File: src/rtl/bias_relu_serializer.sv
// bias_relu_serializer
//   Captures one ROWS x COLS result matrix plus per-element bias in a single
//   handshake, then streams bias-added, ReLU-clamped, saturated elements out
//   one per cycle in row-major order.
//
//   state  | meaning
//   -------+-------------------------------------------------------------
//   IDLE   | no frame buffered, in_ready=1, out_valid=0
//   STREAM | frame buffered, out_valid=1, presenting element out_index
//
// Ports
//   clk        clock, all state on rising edge
//   reset      asynchronous active-low reset
//   in_valid   in_matrix/in_bias carry a complete frame
//   in_ready   frame can be accepted this cycle (combinational from out_ready)
//   in_matrix  packed elements, element e at [e*DATA_W +: DATA_W]
//   in_bias    packed per-element bias, same layout
//   out_valid  out_data is valid
//   out_ready  downstream accepts out_data
//   out_data   activated element
//   out_index  element index row*COLS+col
//   out_last   out_data is the final element of the frame
//   frame_cnt  frames fully emitted since reset, wraps modulo 2^16
module bias_relu_serializer #(
  parameter int ROWS   = 2,
  parameter int COLS   = 2,
  parameter int DATA_W = 16,
  parameter int FRAC   = 8,
  localparam int N     = ROWS * COLS,
  localparam int IDX_W = (N > 1) ? $clog2(N) : 1
) (
  input  logic                  clk,
  input  logic                  reset,
  input  logic                  in_valid,
  output logic                  in_ready,
  input  logic [N*DATA_W-1:0]   in_matrix,
  input  logic [N*DATA_W-1:0]   in_bias,
  output logic                  out_valid,
  input  logic                  out_ready,
  output logic [DATA_W-1:0]     out_data,
  output logic [IDX_W-1:0]      out_index,
  output logic                  out_last,
  output logic [15:0]           frame_cnt
);

  // Bias and data share the same Q format, so FRAC only constrains legality.
  if (FRAC < 0 || FRAC >= DATA_W) begin : g_frac_check
    $error("FRAC must lie in [0, DATA_W)");
  end

  typedef enum logic [0:0] {IDLE, STREAM} state_t;

  localparam logic [IDX_W-1:0] LAST_IDX = IDX_W'(N - 1);

  state_t            state;
  logic [DATA_W-1:0] x_buf [N];
  logic [DATA_W-1:0] b_buf [N];
  logic [IDX_W-1:0]  nxt_idx;
  logic              out_hs;
  logic              accept;

  // Sum at DATA_W+1 bits cannot overflow; the top bit is the true sign and
  // bit DATA_W-1 set on a non-negative sum means it exceeds the positive max.
  function automatic logic [DATA_W-1:0] relu_sat(input logic [DATA_W-1:0] x,
                                                 input logic [DATA_W-1:0] b);
    logic [DATA_W:0] s;
    s = {x[DATA_W-1], x} + {b[DATA_W-1], b};
    if (s[DATA_W])
      return '0;
    else if (s[DATA_W-1])
      return {1'b0, {(DATA_W-1){1'b1}}};
    else
      return s[DATA_W-1:0];
  endfunction

  assign out_hs   = out_valid && out_ready;
  assign in_ready = (state == IDLE) || (out_hs && out_last);
  assign accept   = in_valid && in_ready;
  assign nxt_idx  = out_index + 1'b1;

  always_ff @(posedge clk or negedge reset) begin
    if (!reset) begin
      state     <= IDLE;
      out_valid <= 1'b0;
      out_data  <= '0;
      out_index <= '0;
      out_last  <= 1'b0;
      frame_cnt <= '0;
      for (int i = 0; i < N; i++) begin
        x_buf[i] <= '0;
        b_buf[i] <= '0;
      end
    end else begin
      if (out_hs && out_last)
        frame_cnt <= frame_cnt + 16'd1;

      // A new frame wins over the final-element retire so back-to-back frames
      // continue with element 0 and no idle cycle.
      if (accept) begin
        for (int i = 0; i < N; i++) begin
          x_buf[i] <= in_matrix[i*DATA_W +: DATA_W];
          b_buf[i] <= in_bias[i*DATA_W +: DATA_W];
        end
        state     <= STREAM;
        out_valid <= 1'b1;
        out_index <= '0;
        out_last  <= (N == 1);
        out_data  <= relu_sat(in_matrix[DATA_W-1:0], in_bias[DATA_W-1:0]);
      end else if (out_hs) begin
        if (out_last) begin
          state     <= IDLE;
          out_valid <= 1'b0;
          out_index <= '0;
          out_last  <= 1'b0;
        end else begin
          out_index <= nxt_idx;
          out_last  <= (nxt_idx == LAST_IDX);
          out_data  <= relu_sat(x_buf[nxt_idx], b_buf[nxt_idx]);
        end
      end
    end
  end

endmodule
File: config.mk
export PLATFORM = sky130hd
export DESIGN_NAME = bias_relu_serializer
export DESIGN_NICKNAME = d
export VERILOG_FILES = /design/src/rtl/bias_relu_serializer.sv
export SDC_FILE = /design/constraint.sdc
export NUM_CORES = 1
export LEC_CHECK = 0
export ABC_AREA = 1
export CAP_MARGIN = 20
export CORE_MARGIN = 3
export CORE_UTILIZATION = 48
export DETAILED_ROUTE_END_ITERATION = 8
export GPL_TIMING_DRIVEN = 1
export PLACE_DENSITY = 0.83
export SLEW_MARGIN = 5
export SYNTH_ARGS = -nofsm -noshare
export SYNTH_HDL_FRONTEND = slang
export SYNTH_SLANG_ARGS = --single-unit
File: constraint.sdc
create_clock -name clk -period 3.2 [get_ports clk]
set_input_delay 0.64 -clock clk [delete_from_list [all_inputs] [get_ports clk]]
set_output_delay 0.64 -clock clk [all_outputs]
set_load 0.03 [all_outputs]
==> results.ini <==
[timing]
period_share_pct=96.0
fin_hold_ws_ps=243
tns_ps=0
max_slew_margin_pct=50.6
clock.fmax_mhz=326
finalSetupViolations=0
fin_skew_ps=13.2
maxSlewViolCount=0
period_needed_ps=3070
setup_slack_ps=130
timing.final.hold_violations=0
worst_pin_slew_ps=740

[place]
pre_cts_slack_ps=17.0
hpwl_microns=20100
place_congestion=0.950
io_buffers=167

[grt]
antenna_found_initial=0
grt_pass1_vias=9038
grt_usage_pct=26.2
grt_first_pass_wirelength_microns=45500
grt-ovfl-total=0
grt_max_degree=144

[worst_setup_path]
path_class=flop to flop
cp-end-kind=flop
critical_path_required_ps=3570
slowest_delay_ps=430
slowest_stage=dfrtp_2
cp_cell_sequence=inv_2, ha_4, inv_1, buf_12, o21ai_0, o22ai_1, ha_2, fa_2, nand2_1, nand3_2, nand3_2, nand2_2, nand2_2, nand3_1, nand2_2, nor2_4, buf_4, nand2_1, nand2_1, nand2_1, nand2_1
cpMostUsedCell=nand2_1
crit_fanout=33
startpoint_type=flop
crit_arrival_ps=3440

[synthesis]
synth.largest_area_cell=dfrtp_1
synthTopCellsByArea=dfrtp_1, nand2_1, ha_1, inv_1, o21ai_0
syn-cell-area_sq_um=9410
yosysTopAreaCellShare_pct=43.4
avgSynthCellArea_sq_um=6.98
yosysUniqueCellTypes=30
ys_ff_latch=163
postSynthCellCount=1347
synth_seq_area_share_pct=43.4
synth_fp_nets=1515
ys_warn_count=0

[floorplan]
row_count=50
initial_core_util_pct=49.6
dieWidth_microns=146
dieArea_sq_um=21300
pin_count=169
fp.coreArea_sq_um=19000
die_h_microns=146

[cts]
cts_sinks=163
clockBufferDepth=2
tritoncts=yes
cts-htree-levels=4
clk_latency_ps=440
cts_root_buf=clkbuf_16
cts_buffers=17
clk_pin_slew_ps=70

[hold_path]
hp-class=input pin to async pin

[route]
wirelength_microns=28000
wl_per_cell_microns=15.9
dr.pass1.iters=5
vias=9157
drt_iter0_markers=713
via_per_inst=5.19
drtAntennaViolNets=0
drc=0

[cells_and_area]
final_common_cell=nand2_1
layout_common_cells=nand2_1, clkdlybuf4s50_1, dfrtp_1
diodes=0
final_layout_size_suffix_gt1_share_pct=5.39
syn_to_final_growth_pct=27.9
fin_nets=1659
fill_cells=1633

[run_status]
outcome=completed

[run]
cap_violations=0

## flip-flops by register name, summed over array words and instances (netlist names)
signal,cells
x_buf,64
frame_cnt,16
out_index,2
out_last,1
b_buf,64
out_data,15
state,1
## kinds of logic after synthesis
logic type / after synthesis / synth area share (%)
AND/OR/NAND/NOR: 845 / 35.5
flip-flops: 163 / 43.4
buffers and inverters: 152 / 6.46
AO/OA/AOI/OAI: 121 / 6.96
adder cells (fa/ha/maj): 36 / 4.95
XOR/XNOR: 29 / 2.70
other: 1 / 0.0399
## area by class of cell
class / count / area, sq um / area share [%]
multi-input combinational: 1033 / 4800 / 39.9
sequential: 163 / 4080 / 33.9
timing repair buffer: 180 / 1860 / 15.4
clock buffer: 18 / 429 / 3.57
inverter: 96 / 363 / 3.02
tap: 260 / 325 / 2.70
clock inverter: 14 / 169 / 1.40
## metal layers
layer	global-route usage [%]	wire [microns]	vias to the layer above
li1	-	-	4503
met1	34.9	12200	4257
met2	43.2	13300	330
met3	4.52	1530	67
met4	9.78	1020	0
met5	0	0	-
## worst paths after layout
kind	slack (ps)	from	cells after the start	endpoint
max	130	out_index[0]$_DFFE_PN0P_	21	out_data[6]$_DFFE_PN0P_
min	240	reset	1	b_buf[7]$_DFFE_PN0P_
max reg2reg	130	out_index[0]$_DFFE_PN0P_	21	out_data[6]$_DFFE_PN0P_
min reg2reg	470	frame_cnt[15]$_DFFE_PN0P_	1	frame_cnt[15]$_DFFE_PN0P_
max in group asynchronous	2190	reset	2	out_data[14]$_DFFE_PN0P_
min in group clk	470	frame_cnt[15]$_DFFE_PN0P_	1	frame_cnt[15]$_DFFE_PN0P_
## what timing repair did
| action | CTS | global route |
|---|---|---|
| hold buffers | 0 | 0 |
| endpoints found under the setup margin | 15 | 15 |
| gates cloned | 0 | 1 |
| resized for setup | 1 | 17 |
| pin swaps | 1 | 5 |
| buffers inserted | 2 | 1 |
## cells in the mapped netlist
master,instances
nand2_1,668
dfrtp_1,163
inv_1,93
nor2_1,90
o21ai_0,68
nand3_1,51
clkbuf_1,39
ha_1,34
o22ai_1,32
a21oi_1,18
xnor2_1,17
buf_2,12
xor2_1,12
and2_1,7
nand4_1,7
nand2_2,6
buf_4,4
nand3b_1,4
nor2_2,4
nor3_1,4
inv_2,3
fa_1,2
nor2_4,2
a211oi_1,1
a22o_1,1
a22oi_1,1
buf_6,1
conb_1,1
nand3_2,1
nor3_2,1
## metrics by stage
| stage | instance area, sq um | util (%) | cells |
|---|---|---|---|
| 2_1_floorplan | 9410 | - | 1347 |
| 3_3_place_gp | 11300 | 59.8 | 1728 |
| 3_5_place_dp | 11300 | 59.8 | 1728 |
| 4_1_cts | 11900 | 63.0 | 1762 |
| 5_1_grt | 12000 | 63.5 | 1764 |
| 6_report | 12000 | 63.5 | 1764 |
## worst max-delay path: cells and delay by family (launching register included)
family / cells / cell delay, ps
simple gates: 12 / 1000
fa+ha+maj: 3 / 690
buf+inv: 4 / 570
flops: 1 / 430
compound gates: 2 / 290
Power is left out: the tool's default activity adds up to more than one toggle a clock period on the data nets, which glitch-free logic cannot reach.
